===== config.mk =====
export PLATFORM = sky130hd
export DESIGN_NAME = wb_queue
export DESIGN_NICKNAME = d
export VERILOG_FILES = /design/src/rtl/wb_queue.sv
export SDC_FILE = /design/constraint.sdc
export NUM_CORES = 1
export LEC_CHECK = 0
export BUFFER_PORTS_ARGS = -buffer_cell sky130_fd_sc_hd__buf_2
export CORE_ASPECT_RATIO = 1.4
export CORE_MARGIN = 8
export CORE_UTILIZATION = 49
export CTS_BUF_LIST = sky130_fd_sc_hd__clkbuf_8
export CTS_CLUSTER_SIZE = 24
export DETAILED_ROUTE_END_ITERATION = 10
export MAX_ROUTING_LAYER = met4
export PLACE_DENSITY = 0.74
export SETUP_SLACK_MARGIN = 0.1
export SYNTH_ARGS = -nofsm -noshare
export SYNTH_HDL_FRONTEND = slang
export SYNTH_SLANG_ARGS = --single-unit

===== constraint.sdc =====
create_clock -name clk -period 2.9 [get_ports clk]
set_input_delay 0.145 -clock clk [delete_from_list [all_inputs] [get_ports clk]]
set_output_delay 0.145 -clock clk [all_outputs]
set_load 0.02 [all_outputs]

===== src/rtl/wb_queue.sv =====
// wb_queue -- in-order writeback queue in front of the register file write port.
//
// Accepts completed results from the ALU and the load unit. Each has a
// valid/ready handshake, and a load wins when both arrive in the same cycle.
// Results are buffered in a DEPTH-entry FIFO. The FIFO drains one entry per
// cycle into the register file through we/wa/wd, and holds the head entry
// while wb_stall is high.
//
// Optional feature macro: WBQ_FWD_EN
//   defined   : combinational lookup of the youngest pending write to fwd_addr
//   undefined : fwd_hit/fwd_data tied to 0, fwd_addr ignored (ports unchanged)
//
// Parameters:
//   DATA_W  result/register data width
//   ADDR_W  register address width
//   DEPTH   number of queue entries (power of two, >= 2)
//
// Ports:
//   clk, rst_n                      clock, asynchronous active-low reset
//   alu_valid/alu_ready/addr/data   ALU result handshake and payload
//   mem_valid/mem_ready/addr/data   load result handshake and payload
//   wb_stall                        write port busy, hold the head entry
//   we, wa, wd                      register file write port
//   fwd_addr, fwd_hit, fwd_data     pending-write lookup
//   count, full, empty              registered occupancy status
module wb_queue #(
  parameter int DATA_W = 32,
  parameter int ADDR_W = 6,
  parameter int DEPTH  = 4
) (
  input  logic                     clk,
  input  logic                     rst_n,
  input  logic                     alu_valid,
  output logic                     alu_ready,
  input  logic [ADDR_W-1:0]        alu_addr,
  input  logic [DATA_W-1:0]        alu_data,
  input  logic                     mem_valid,
  output logic                     mem_ready,
  input  logic [ADDR_W-1:0]        mem_addr,
  input  logic [DATA_W-1:0]        mem_data,
  input  logic                     wb_stall,
  output logic                     we,
  output logic [ADDR_W-1:0]        wa,
  output logic [DATA_W-1:0]        wd,
  input  logic [ADDR_W-1:0]        fwd_addr,
  output logic                     fwd_hit,
  output logic [DATA_W-1:0]        fwd_data,
  output logic [$clog2(DEPTH):0]   count,
  output logic                     full,
  output logic                     empty
);

  localparam int PTR_W = $clog2(DEPTH);
  localparam int CNT_W = PTR_W + 1;
  localparam logic [CNT_W-1:0] CNT_FULL = CNT_W'(DEPTH);

  // Entry storage carries no reset: the pointers and count define which
  // entries are live, and the outputs are gated by empty.
  logic [ADDR_W-1:0] addr_q [DEPTH];
  logic [DATA_W-1:0] data_q [DEPTH];

  logic [PTR_W-1:0]  head;
  logic [PTR_W-1:0]  tail;
  logic [CNT_W-1:0]  count_q;
  logic [CNT_W-1:0]  count_n;
  logic              full_q;
  logic              empty_q;

  logic              take_mem;
  logic              take_alu;
  logic              enq;
  logic              deq;
  logic [ADDR_W-1:0] enq_addr;
  logic [DATA_W-1:0] enq_data;

  // Enqueue arbitration: ready depends only on registered full and on
  // mem_valid, so a slot freed by a same-cycle dequeue is not reused until
  // the next cycle.
  assign mem_ready = !full_q;
  assign alu_ready = !full_q && !mem_valid;
  assign take_mem  = mem_valid && !full_q;
  assign take_alu  = alu_valid && alu_ready;
  assign enq       = take_mem || take_alu;
  assign enq_addr  = take_mem ? mem_addr : alu_addr;
  assign enq_data  = take_mem ? mem_data : alu_data;

  // Dequeue: the register file captures wa/wd on the same edge the head
  // advances.
  assign deq = !empty_q && !wb_stall;
  assign we  = deq;
  assign wa  = empty_q ? '0 : addr_q[head];
  assign wd  = empty_q ? '0 : data_q[head];

  assign count = count_q;
  assign full  = full_q;
  assign empty = empty_q;

  always_comb begin
    count_n = count_q;
    if (enq && !deq) begin
      count_n = count_q + CNT_W'(1);
    end else if (!enq && deq) begin
      count_n = count_q - CNT_W'(1);
    end
  end

  // Control state: pointers wrap naturally because DEPTH is a power of two.
  // full/empty are registered from the next count so they track count exactly.
  always_ff @(posedge clk or negedge rst_n) begin
    if (!rst_n) begin
      head    <= '0;
      tail    <= '0;
      count_q <= '0;
      full_q  <= 1'b0;
      empty_q <= 1'b1;
    end else begin
      if (enq) begin
        tail <= tail + PTR_W'(1);
      end
      if (deq) begin
        head <= head + PTR_W'(1);
      end
      count_q <= count_n;
      full_q  <= (count_n == CNT_FULL);
      empty_q <= (count_n == '0);
    end
  end

  // Data storage.
  always_ff @(posedge clk) begin
    if (enq) begin
      addr_q[tail] <= enq_addr;
      data_q[tail] <= enq_data;
    end
  end

`ifdef WBQ_FWD_EN
  // Forward lookup. Live entries are walked oldest to youngest and every
  // match overwrites the previous one, so the youngest match wins. This gives
  // the same result as scanning from tail-1 back to head and stopping at the
  // first hit. The lookup sees only registered entries, never the one being
  // enqueued this cycle.
  logic [PTR_W-1:0] scan_idx;

  always_comb begin
    fwd_hit  = 1'b0;
    fwd_data = '0;
    scan_idx = '0;
    for (int i = 0; i < DEPTH; i++) begin
      scan_idx = head + PTR_W'(i);
      if ((CNT_W'(i) < count_q) && (addr_q[scan_idx] == fwd_addr)) begin
        fwd_hit  = 1'b1;
        fwd_data = data_q[scan_idx];
      end
    end
  end
`else
  logic unused_fwd_addr;

  assign unused_fwd_addr = ^fwd_addr;
  assign fwd_hit         = 1'b0;
  assign fwd_data        = '0;
`endif

endmodule


==> metrics.csv <==
metric,value,unit
initial core utilization,0.502,
Synth async-reset ratio,0.0559,
Inserted Clock Buffers,17,
Final nets,601,
diode count,0,
synthesized instance count,372,
cell depth of the worst flop-to-flop path,3,
Worst EP arrival,2.17,ns
max cap viols,0,
"most common cell after layout, fill and taps aside",edfxtp_1,
"EDFF count, synth",152,
post-synthesis cell type count,30,
adder-cell share of the synthesized area,0.0107,
Crit Path Max Fanout,27,
Leak Pwr,3.04,nW
Final Hold Fails,0,
outcome,completed,
vias in the first global route,3939,
post_cts resized,0,
setup TNS after final layout,0,ns
sequence of cells on the critical path,"buf_4, mux4_2, nor2b_1, buf_2",
num rows,51,
Setup Crit Path Kind,reg -> out,
Clock Root Buffer,clkbuf_8,
gr usage total,0.153,
Port Buffer Count,126,
Yosys reg bits,161,
Worst Tran Pin Value,0.542,ns
"Seq/Total Area, Yosys",0.683,
largest net degree at the start of global routing,33,
PD cells,1040,nW/um2
Synth Cell Area,7010,um2
Simple-Gate Fraction of Synth Area,0.0482,
Die Area,18400,um2
area growth from synthesis to layout,16.2,%
multiplexer share of the synthesized area,0.185,
crit share post-route,0.799,
Hold WS,0.0609,ns
post-route minimum period,2.32,ns
final setup fails,0,
DRT Wirelength,13.3,mm
max_slew headroom,0.639,
vias,3616,
DRT antenna net count,0,
final instance count without filler cells,706,
Max Clock Freq,0.432,GHz
width of the die,117,um
CTS Buffer Depth,2,
DR pass1 iterations,4,
WL/cell,18.8,um
core area,14000,um2
clock transition at the registers of the reported paths,0.08,ns
Hold Path Depth,2,
later-pin clock latency in the skew report,0.43,ns
vias per inst,5.12,
Syn Area/Cell,18.8,um2
die height,158,um
CTS tree,yes,
Clock Sinks,161,
pre-CTS WS,0.894,ns
H-tree depth,4,
"Primary FF master, synth",edfxtp_1,
Final WS setup,0.584,ns
initial antenna violation count,0,
Compound-Gate Fraction of Synth Area,0.00821,
worst-path cell with the longest stage delay,mux4_2,
routability-driven placement congestion ratio,0.725,
postcts setup bufs,0,
1st-iter DRT viols,149,
post-synthesis xor/xnor area fraction,0.00750,
Worst EP required,2.76,ns
Post-route DRC,0,
HP Class,in -> reg,
fin. max-slew vios,0,
final setup skew,0.00969,ns
RSZ-0062 raised after global routing,no,
Crit. End Element,output port,
I/O pin cnt,166,
peak supply drop,627,uV
HPWL after DPL,9.19,mm
synth warn,0,
layout cells sized above 1,0.488,
first-pass GRT wire length,20.0,mm
most frequent cells in the layout,"152 x edfxtp_1, 126 x buf_2, 38 x mux4_2, 38 x mux2_2, 34 x nor2b_1",
largest family of logic cells by synthesized area,multiplexers,
Worst path max stage delay,0.58,ns
Worst setup SP type,flip-flop,
GR Overflow Total,0,
placed instance count,673,
critical path, delay by kind of cell (launching register included):
family	cells	cell delay, ns
mux	1	0.58
buf+inv	2	0.64
flops	1	0.36
simple gates	1	0.15
path summary, 6_finish.rpt:
| kind | end | from | slack, ns |
|---|---|---|---|
| worst min register to register | count[2] | count[2] | 0.59 |
| worst min-delay path | data_q[3][0] | alu_data[0] | 0.06 |
| min in group asynchronous | count[1] | rst_n | 0.09 |
| worst max register to register | data_q[0][8] | full | 0.93 |
| worst max-delay path | wd[28] | head[0] | 0.58 |
| max in group asynchronous | empty | rst_n | 2.56 |
final cells by class:
cell class	count	area, um2
flip-flops and latches	161	4790
clock buffers	17	234
inverters	6	22.5
fillers	1064	5830
well taps	185	231
repair buffers	136	758
multi-input cells	186	1950
clock inverters	15	158
sequential cells by signal, indices dropped and copies added, names as in the netlist:
name,count
count,3
tail,2
data_q,128
head,2
addr_q,24
full,1
empty,1
report_power, final:
group / leakage (nW) / internal, W / total (W) / switching [W]
sequential: 1.51 / 0.00333 / 0.00356 / 0.000225
combinational: 1.33 / 0.00143 / 0.00334 / 0.00192
clock: 0.201 / 0.000773 / 0.00156 / 0.000786
synthesized netlist by cell type, types with 2 or more instances:
master / n / area [um2]
inv_1: 6 / 22.5
xnor2_1: 5 / 43.8
nor2b_1: 34 / 213
buf_6: 6 / 67.6
ha_1: 6 / 75.1
edfxtp_1: 152 / 4560
buf_2: 4 / 20.0
mux4_2: 38 / 856
nor2_1: 6 / 22.5
and2b_1: 4 / 30.0
nand2_1: 4 / 15.0
and2_1: 5 / 31.3
dfrtp_1: 8 / 200
o21ai_0: 2 / 10.0
buf_4: 36 / 270
mux2_2: 38 / 428
clkbuf_1: 5 / 18.8
timing repair:
item                                    in CTS  in global routing
hold endpoints to repair                     9                  0
hold buffers                                 1                  0
endpoints found under the setup margin       0                  0
cells by family (layout without fill, tap and decap cells):
family                   Yosys count  in the layout
buffers and inverters             57            174
flip-flops                       161            161
AO/OA/AOI/OAI                      7              7
XOR/XNOR                           6              6
other                              1             33
AND/OR/NAND/NOR                   57             57
multiplexers                      77             77
adder cells (fa/ha/maj)            6              6
metrics by stage:
stage                     cell area (um2)  power (W)  utilization
after CTS                            8150    0.00858        0.583
final                                8150    0.00846        0.583
after detailed placement             7740    0.00703        0.554
after floorplan                      7130    0.00600            -
after global placement               7740    0.00693        0.554
after global routing                 8150    0.00890        0.583
routing by layer:
| layer | wire [um] | global-route usage | vias to the layer above |
|---|---|---|---|
| met2 | 7310 | 0.269 | 141 |
| li1 | - | - | 1644 |
| met3 | 752 | 0.0345 | 29 |
| met4 | 324 | 0.0716 | 0 |
| met1 | 4880 | 0.158 | 1802 |
| met5 | 0 | - | - |
Note: power is estimated with default switching activity, not from simulation.
